## config.mk

```make
export PLATFORM = sky130hd
export DESIGN_NAME = nx_fifo_ctrl_wm_flat
export DESIGN_NICKNAME = d
export VERILOG_FILES = /design/src/rtl/nx_fifo_ctrl_wm_pkg.sv /design/src/rtl/nx_fifo_ctrl_wm_if.sv /design/src/rtl/nx_fifo_ctrl_wm_ptr_wrap.sv /design/src/rtl/nx_fifo_ctrl_wm.sv /design/src/flat_wrapper.sv
export SDC_FILE = /design/constraint.sdc
export NUM_CORES = 1
export LEC_CHECK = 0
export CAP_MARGIN = 20
export CORE_MARGIN = 3
export CORE_UTILIZATION = 45
export DETAILED_ROUTE_END_ITERATION = 10
export PLACE_DENSITY = 0.8
export SLEW_MARGIN = 20
export SYNTH_ARGS = -nofsm -noshare
export SYNTH_HDL_FRONTEND = slang
export SYNTH_HIERARCHICAL = 1
export SYNTH_SLANG_ARGS = --single-unit
```

## constraint.sdc

```tcl
create_clock -name clk -period 4.35 [get_ports clk]
set_input_delay 0.6525 -clock clk [delete_from_list [all_inputs] [get_ports clk]]
set_output_delay 0.6525 -clock clk [all_outputs]
set_load 0.1 [all_outputs]
```

## src/rtl/nx_fifo_ctrl_wm_pkg.sv

```systemverilog
// Shared width helpers for the FIFO controller.
// Pointer and count widths are derived from DEPTH with these functions.
package nx_fifo_pkg;

  function automatic int clog2(input int value);
    int res;
    int rem;
    res = 0;
    rem = value - 1;
    while (rem > 0) begin
      res = res + 1;
      rem = rem >> 1;
    end
    return res;
  endfunction

  function automatic int max(input int a, input int b);
    return (a > b) ? a : b;
  endfunction

endpackage

```

## src/rtl/nx_fifo_ctrl_wm_if.sv

```systemverilog
// Request, threshold and status bundle of the FIFO controller.
// The slave modport is the controller side.
interface nx_fifo_ctrl_wm_if
  import nx_fifo_pkg::*;
#(
  parameter int DEPTH = 4
);
  localparam int AW = max(1, clog2(DEPTH));
  localparam int CW = clog2(DEPTH + 1);

  logic          wen;
  logic          ren;
  logic          clear;
  logic [CW-1:0] af_th;
  logic [CW-1:0] ae_th;
  logic          clr_err;
  logic          clr_hwm;

  logic          empty;
  logic          full;
  logic          almost_full;
  logic          almost_empty;
  logic [CW-1:0] used_slots;
  logic [CW-1:0] free_slots;
  logic [AW-1:0] rptr;
  logic [AW-1:0] wptr;
  logic          underflow;
  logic          overflow;
  logic          underflow_sticky;
  logic          overflow_sticky;
  logic [CW-1:0] hwm;

  modport master (
    output wen, ren, clear, af_th, ae_th, clr_err, clr_hwm,
    input  empty, full, almost_full, almost_empty, used_slots, free_slots,
           rptr, wptr, underflow, overflow, underflow_sticky, overflow_sticky, hwm
  );

  modport slave (
    input  wen, ren, clear, af_th, ae_th, clr_err, clr_hwm,
    output empty, full, almost_full, almost_empty, used_slots, free_slots,
           rptr, wptr, underflow, overflow, underflow_sticky, overflow_sticky, hwm
  );
endinterface

```

## src/rtl/nx_fifo_ctrl_wm_ptr_wrap.sv

```systemverilog
// Storage address register: increments on request and wraps at DEPTH-1,
// so non-power-of-two depths never address past the array.
module nx_fifo_ptr_wrap #(
  parameter int AW    = 2,
  parameter int DEPTH = 4
) (
  input  logic          clk,
  input  logic          rst_n,
  input  logic          clr,
  input  logic          inc,
  output logic [AW-1:0] ptr
);
  logic [AW-1:0] ptr_q;
  logic [AW-1:0] ptr_d;

  always_comb begin
    ptr_d = ptr_q;
    if (clr) begin
      ptr_d = '0;
    end else if (inc) begin
      ptr_d = (ptr_q == AW'(DEPTH - 1)) ? '0 : ptr_q + AW'(1);
    end
  end

  always_ff @(posedge clk) begin
    if (!rst_n) begin
      ptr_q <= '0;
    end else begin
      ptr_q <= ptr_d;
    end
  end

  assign ptr = ptr_q;
endmodule

```

## src/rtl/nx_fifo_ctrl_wm.sv

```systemverilog
// FIFO occupancy controller with watermarks, sticky errors and high-water mark.
// Status is registered from the next-cycle occupancy; error pulses are combinational.
module nx_fifo_ctrl_wm
  import nx_fifo_pkg::*;
#(
  parameter int DEPTH = 4
) (
  input  logic            clk,
  input  logic            rst_n,
  nx_fifo_ctrl_wm_if.slave bus
);
  localparam int AW = max(1, clog2(DEPTH));
  localparam int CW = clog2(DEPTH + 1);

  logic [CW-1:0] used_q, used_d;
  logic [CW-1:0] free_q, free_d;
  logic [CW-1:0] hwm_q, hwm_d;
  logic          empty_q, empty_d;
  logic          full_q, full_d;
  logic          af_q, af_d;
  logic          ae_q, ae_d;
  logic          ovs_q, ovs_d;
  logic          uds_q, uds_d;
  logic          wr_ok, rd_ok;
  logic          ovf, udf;
  logic [AW-1:0] rptr, wptr;

  always_comb begin
    ovf   = bus.wen & full_q;
    udf   = bus.ren & empty_q;
    wr_ok = bus.wen & ~full_q & ~bus.clear;
    rd_ok = bus.ren & ~empty_q & ~bus.clear;

    used_d = bus.clear ? '0 : used_q + CW'(wr_ok) - CW'(rd_ok);
    free_d  = CW'(DEPTH) - used_d;
    empty_d = (used_d == '0);
    full_d  = (used_d == CW'(DEPTH));
    af_d    = (used_d >= bus.af_th);
    ae_d    = (used_d <= bus.ae_th);

    // a new error in the same cycle as clr_err must stay visible
    ovs_d = ovf | (ovs_q & ~bus.clr_err);
    uds_d = udf | (uds_q & ~bus.clr_err);

    hwm_d = hwm_q;
    if (bus.clear) begin
      hwm_d = '0;
    end else if (bus.clr_hwm) begin
      hwm_d = used_d;
    end else if (used_d > hwm_q) begin
      hwm_d = used_d;
    end
  end

  always_ff @(posedge clk) begin
    if (!rst_n) begin
      used_q  <= '0;
      free_q  <= CW'(DEPTH);
      hwm_q   <= '0;
      empty_q <= 1'b1;
      full_q  <= 1'b0;
      af_q    <= (bus.af_th == '0);
      ae_q    <= 1'b1;
      ovs_q   <= 1'b0;
      uds_q   <= 1'b0;
    end else begin
      used_q  <= used_d;
      free_q  <= free_d;
      hwm_q   <= hwm_d;
      empty_q <= empty_d;
      full_q  <= full_d;
      af_q    <= af_d;
      ae_q    <= ae_d;
      ovs_q   <= ovs_d;
      uds_q   <= uds_d;
    end
  end

  nx_fifo_ptr_wrap #(.AW(AW), .DEPTH(DEPTH)) u_rptr (
    .clk   (clk),
    .rst_n (rst_n),
    .clr   (bus.clear),
    .inc   (rd_ok),
    .ptr   (rptr)
  );

  nx_fifo_ptr_wrap #(.AW(AW), .DEPTH(DEPTH)) u_wptr (
    .clk   (clk),
    .rst_n (rst_n),
    .clr   (bus.clear),
    .inc   (wr_ok),
    .ptr   (wptr)
  );

  assign bus.used_slots       = used_q;
  assign bus.free_slots       = free_q;
  assign bus.hwm              = hwm_q;
  assign bus.empty            = empty_q;
  assign bus.full             = full_q;
  assign bus.almost_full      = af_q;
  assign bus.almost_empty     = ae_q;
  assign bus.overflow_sticky  = ovs_q;
  assign bus.underflow_sticky = uds_q;
  assign bus.rptr             = rptr;
  assign bus.wptr             = wptr;
  assign bus.overflow         = ovf;
  assign bus.underflow        = udf;
endmodule

```

## src/flat_wrapper.sv

```systemverilog
// flat-port wrapper written by rule: the top's interface ports become plain ports
module nx_fifo_ctrl_wm_flat import nx_fifo_pkg::*;
#(
  parameter int DEPTH = 4
)
  (clk, rst_n, bus_wen, bus_ren, bus_clear, bus_af_th, bus_ae_th, bus_clr_err, bus_clr_hwm, bus_empty, bus_full, bus_almost_full, bus_almost_empty, bus_used_slots, bus_free_slots, bus_rptr, bus_wptr, bus_underflow, bus_overflow, bus_underflow_sticky, bus_overflow_sticky, bus_hwm);
  nx_fifo_ctrl_wm_if #(.DEPTH(DEPTH)) bus_i ();
  input  logic clk;
  input  logic rst_n;
  input wire logic [$bits(bus_i.wen)-1:0] bus_wen;
  input wire logic [$bits(bus_i.ren)-1:0] bus_ren;
  input wire logic [$bits(bus_i.clear)-1:0] bus_clear;
  input wire logic [$bits(bus_i.af_th)-1:0] bus_af_th;
  input wire logic [$bits(bus_i.ae_th)-1:0] bus_ae_th;
  input wire logic [$bits(bus_i.clr_err)-1:0] bus_clr_err;
  input wire logic [$bits(bus_i.clr_hwm)-1:0] bus_clr_hwm;
  output wire logic [$bits(bus_i.empty)-1:0] bus_empty;
  output wire logic [$bits(bus_i.full)-1:0] bus_full;
  output wire logic [$bits(bus_i.almost_full)-1:0] bus_almost_full;
  output wire logic [$bits(bus_i.almost_empty)-1:0] bus_almost_empty;
  output wire logic [$bits(bus_i.used_slots)-1:0] bus_used_slots;
  output wire logic [$bits(bus_i.free_slots)-1:0] bus_free_slots;
  output wire logic [$bits(bus_i.rptr)-1:0] bus_rptr;
  output wire logic [$bits(bus_i.wptr)-1:0] bus_wptr;
  output wire logic [$bits(bus_i.underflow)-1:0] bus_underflow;
  output wire logic [$bits(bus_i.overflow)-1:0] bus_overflow;
  output wire logic [$bits(bus_i.underflow_sticky)-1:0] bus_underflow_sticky;
  output wire logic [$bits(bus_i.overflow_sticky)-1:0] bus_overflow_sticky;
  output wire logic [$bits(bus_i.hwm)-1:0] bus_hwm;
  assign bus_i.wen = bus_wen;
  assign bus_i.ren = bus_ren;
  assign bus_i.clear = bus_clear;
  assign bus_i.af_th = bus_af_th;
  assign bus_i.ae_th = bus_ae_th;
  assign bus_i.clr_err = bus_clr_err;
  assign bus_i.clr_hwm = bus_clr_hwm;
  assign bus_empty = bus_i.empty;
  assign bus_full = bus_i.full;
  assign bus_almost_full = bus_i.almost_full;
  assign bus_almost_empty = bus_i.almost_empty;
  assign bus_used_slots = bus_i.used_slots;
  assign bus_free_slots = bus_i.free_slots;
  assign bus_rptr = bus_i.rptr;
  assign bus_wptr = bus_i.wptr;
  assign bus_underflow = bus_i.underflow;
  assign bus_overflow = bus_i.overflow;
  assign bus_underflow_sticky = bus_i.underflow_sticky;
  assign bus_overflow_sticky = bus_i.overflow_sticky;
  assign bus_hwm = bus_i.hwm;
  nx_fifo_ctrl_wm #(.DEPTH(DEPTH)) u_core (.clk(clk), .rst_n(rst_n), .bus(bus_i));
endmodule
```

==> reports/results.ini <==
[run_status]
status=completed

[placement]
place_ws_ps=273
place.gp.congestion=0.902
post_dp_cell_area_um2=1410
io_buffers=33
dpl.hpwl_um=1750

[floorplanning]
core_um2=2060
dieArea_um2=2900
die_h_um=53.9
pin_count=34
start_util_pct=50.1
rows=16
die_x_um=53.9

[clock_tree]
clk_pin_slew_worst_paths_ps=80
cts_buffers=3
postCtsHoldBufs=0
cts_buffer_depth=2
cts_setup_buffers=0
cts_sinks=18
cts_root_buf=clkbuf_4
htreeDepth=1
cts_tree=yes
post_cts_resize_count=0
insertion_delay_ps=280

[grt]
grt_pass1_wl_um=3400
grt_pass1_vias=798
grt_max_degree=15
overflow=0
track_usage_pct=16.3
grt_antenna_before_repair=0

[setup_path]
end_kind=flip-flop
reg2reg_depth=13
critPathMaxStageDelay_ps=460
critPathKind=input port to flip-flop
arrival_ps=3940
cp_max_fo=7
cp_slowest_cell=fa_1
worstSetupStartpointType=input port
crit_required_ps=4510
worstPathCellList=clkdlybuf4s50_1 > buf_4 > nor2_1 > nand2_1 > ha_1 > inv_1 > ha_1 > inv_1 > fa_1 > or2_2 > inv_1 > ha_1 > nor2b_4 > or4_4 > a21oi_1 > a311oi_2

[timing]
setup_viol=0
final.period_utilization_pct=86.9
worst_pin_slew_ps=975
timing.hold.ws_ps=515
relSlewSlack_pct=34.8
min_period_ps=3780
slew_violations=0
fmax_ghz=0.265
setup_slack_ps=571
fin_tns_setup_ps=0
rsz0062_at_grt=no
report.final.hold_viol_count=0
skew_ps=6.99

[route]
viasPerCell=4.94
wire_per_inst_um=12.0
drt_iter0_drc=7
drt_first_pass_iters=4
via_count=845
drt-total-wl_um=2050
ant_nets=0
drc=0

[synthesis]
synthCells=107
syn-num-nets=137
ys_ff_latch=18
synth.largest_area_cell=dfxtp_1
synth_area_leaders=dfxtp_1 (35%), ha_1 (19%), inv_1 (4.4%)
yosysSeqAreaShare_pct=34.9
synth.top_cell.area_share_pct=34.9
avgSynthCellArea_um2=9.65
synth_warnings=6
mappedNetlistArea_um2=1030
yosys.cell_types.count=30

[final_layout]
nNetsFinal=176
layout-drive-gt1-share_pct=10.4
diodes=0
area_growth_pct=38.5
finalInstanceArea_um2=1430

[min_path]
hp-class=flip-flop to flip-flop
holdPathStages=2

[pwr]
power_leakage_nw=0.621
irDropWorstVdd_mv=0.207
cellPowerDensity_nw_per_um2=279
power.total_w=0.000399

[job]
drv_cap=0

==> registers in the layout (all words and copies together) (netlist names) <==
register                     count
u_core/u_rptr/ptr                2
u_core/bus.used_slots            3
u_core/bus.empty                 1
u_core/u_wptr/ptr                2
u_core/bus.overflow_sticky       1
u_core/bus.underflow_sticky      1
u_core/bus.free_slots            2
u_core/bus.hwm                   3
u_core/bus.full                  1
u_core/bus.almost_full           1
u_core/bus.almost_empty          1
==> cells by family (layout without fill, tap and decap cells) <==
logic type	count (synthesis)	in the layout	share of synthesized area, %
simple gates	38	38	22.8
flops	18	18	34.9
fa+ha+maj	17	17	21.3
compound gates	17	17	11.4
buf+inv	14	51	5.45
mux	2	2	1.94
xor+xnor	1	1	2.18
==> power by group <==
part | internal [W] | switching, W
Combinational | 0.0000491 | 0.0000965
Clock | 0.0000321 | 0.0000450
Sequential | 0.000172 | 0.00000395
Total | 0.000253 | 0.000145
==> worst max-delay path: cells and delay by family <==
family | cells | cell delay, ps
adders and majority gates | 4 | 1130
and+or+nand+nor | 5 | 1060
AOI/OAI and AO/OA | 2 | 260
buffers and inverters | 5 | 810
==> Yosys cell counts <==
cell type   n
dfxtp_1    18
ha_1       16
inv_1      12
nand2b_1    7
a21oi_1     6
and2_1      6
nor2_1      5
nand3_1     4
nor2b_1     3
o21a_1      3
a21o_1      2
a21oi_2     2
mux2i_1     2
nand2_1     2
o21ai_0     2
or2_2       2
or3b_1      2
a311oi_2    1
buf_4       1
clkbuf_1    1
fa_1        1
nor2_2      1
nor2b_4     1
nor3_1      1
nor3b_1     1
nor4_1      1
o211ai_1    1
or2b_2      1
or4_4       1
xnor3_1     1
==> metal layers <==
metal  up-vias  global-route usage [%]  share of wire, %
li1        436                       -                 -
met1       381                    18.9                43
met2        24                    27.2                50
met3         4                    5.54               4.9
met4         0                    6.81               2.0
met5         -                       0                 0
==> layout make-up <==
| class | count | area (um^2) |
|---|---|---|
| Tap cell | 27 | 33.8 |
| Multi-Input combinational cell | 75 | 616 |
| Fill cell | 177 | 632 |
| Sequential cell | 18 | 360 |
| Clock buffer | 3 | 22.5 |
| Timing Repair Buffer | 36 | 353 |
| Inverter | 12 | 45.0 |
==> stage by stage <==
stage | utilization, % | cells
after floorplan | - | 107
after global placement | 68.3 | 168
after detailed placement | 68.3 | 168
after CTS | 69.4 | 171
after global routing | 69.4 | 171
final | 69.4 | 171
==> cells in the final DEF (no fill, tap or decap), types with 2 or more instances in the layout <==
cell type,count
a21oi_2,2
o21ai_0,2
ha_1,16
nor2b_1,3
a21o_1,2
dfxtp_1,18
inv_1,12
or2_2,2
nor2_1,5
nand2b_1,7
or3b_1,2
mux2i_1,2
nand3_1,4
clkbuf_4,3
clkdlybuf4s50_1,33
buf_4,3
nand2_1,2
and2_1,6
o21a_1,3
a21oi_1,6
==> worst paths after layout <==
check / startpoint / end / slack [ps]
worst max-delay path: bus_clear / u_core/bus.hwm[1] / 570
worst min-delay path: u_core/bus.hwm[2] / u_core/bus.hwm[2] / 510
worst max register to register: u_core/bus.empty / u_core/bus.hwm[1] / 1100
worst min register to register: u_core/bus.hwm[2] / u_core/bus.hwm[2] / 510
Note: power is estimated with default switching activity, not from simulation.
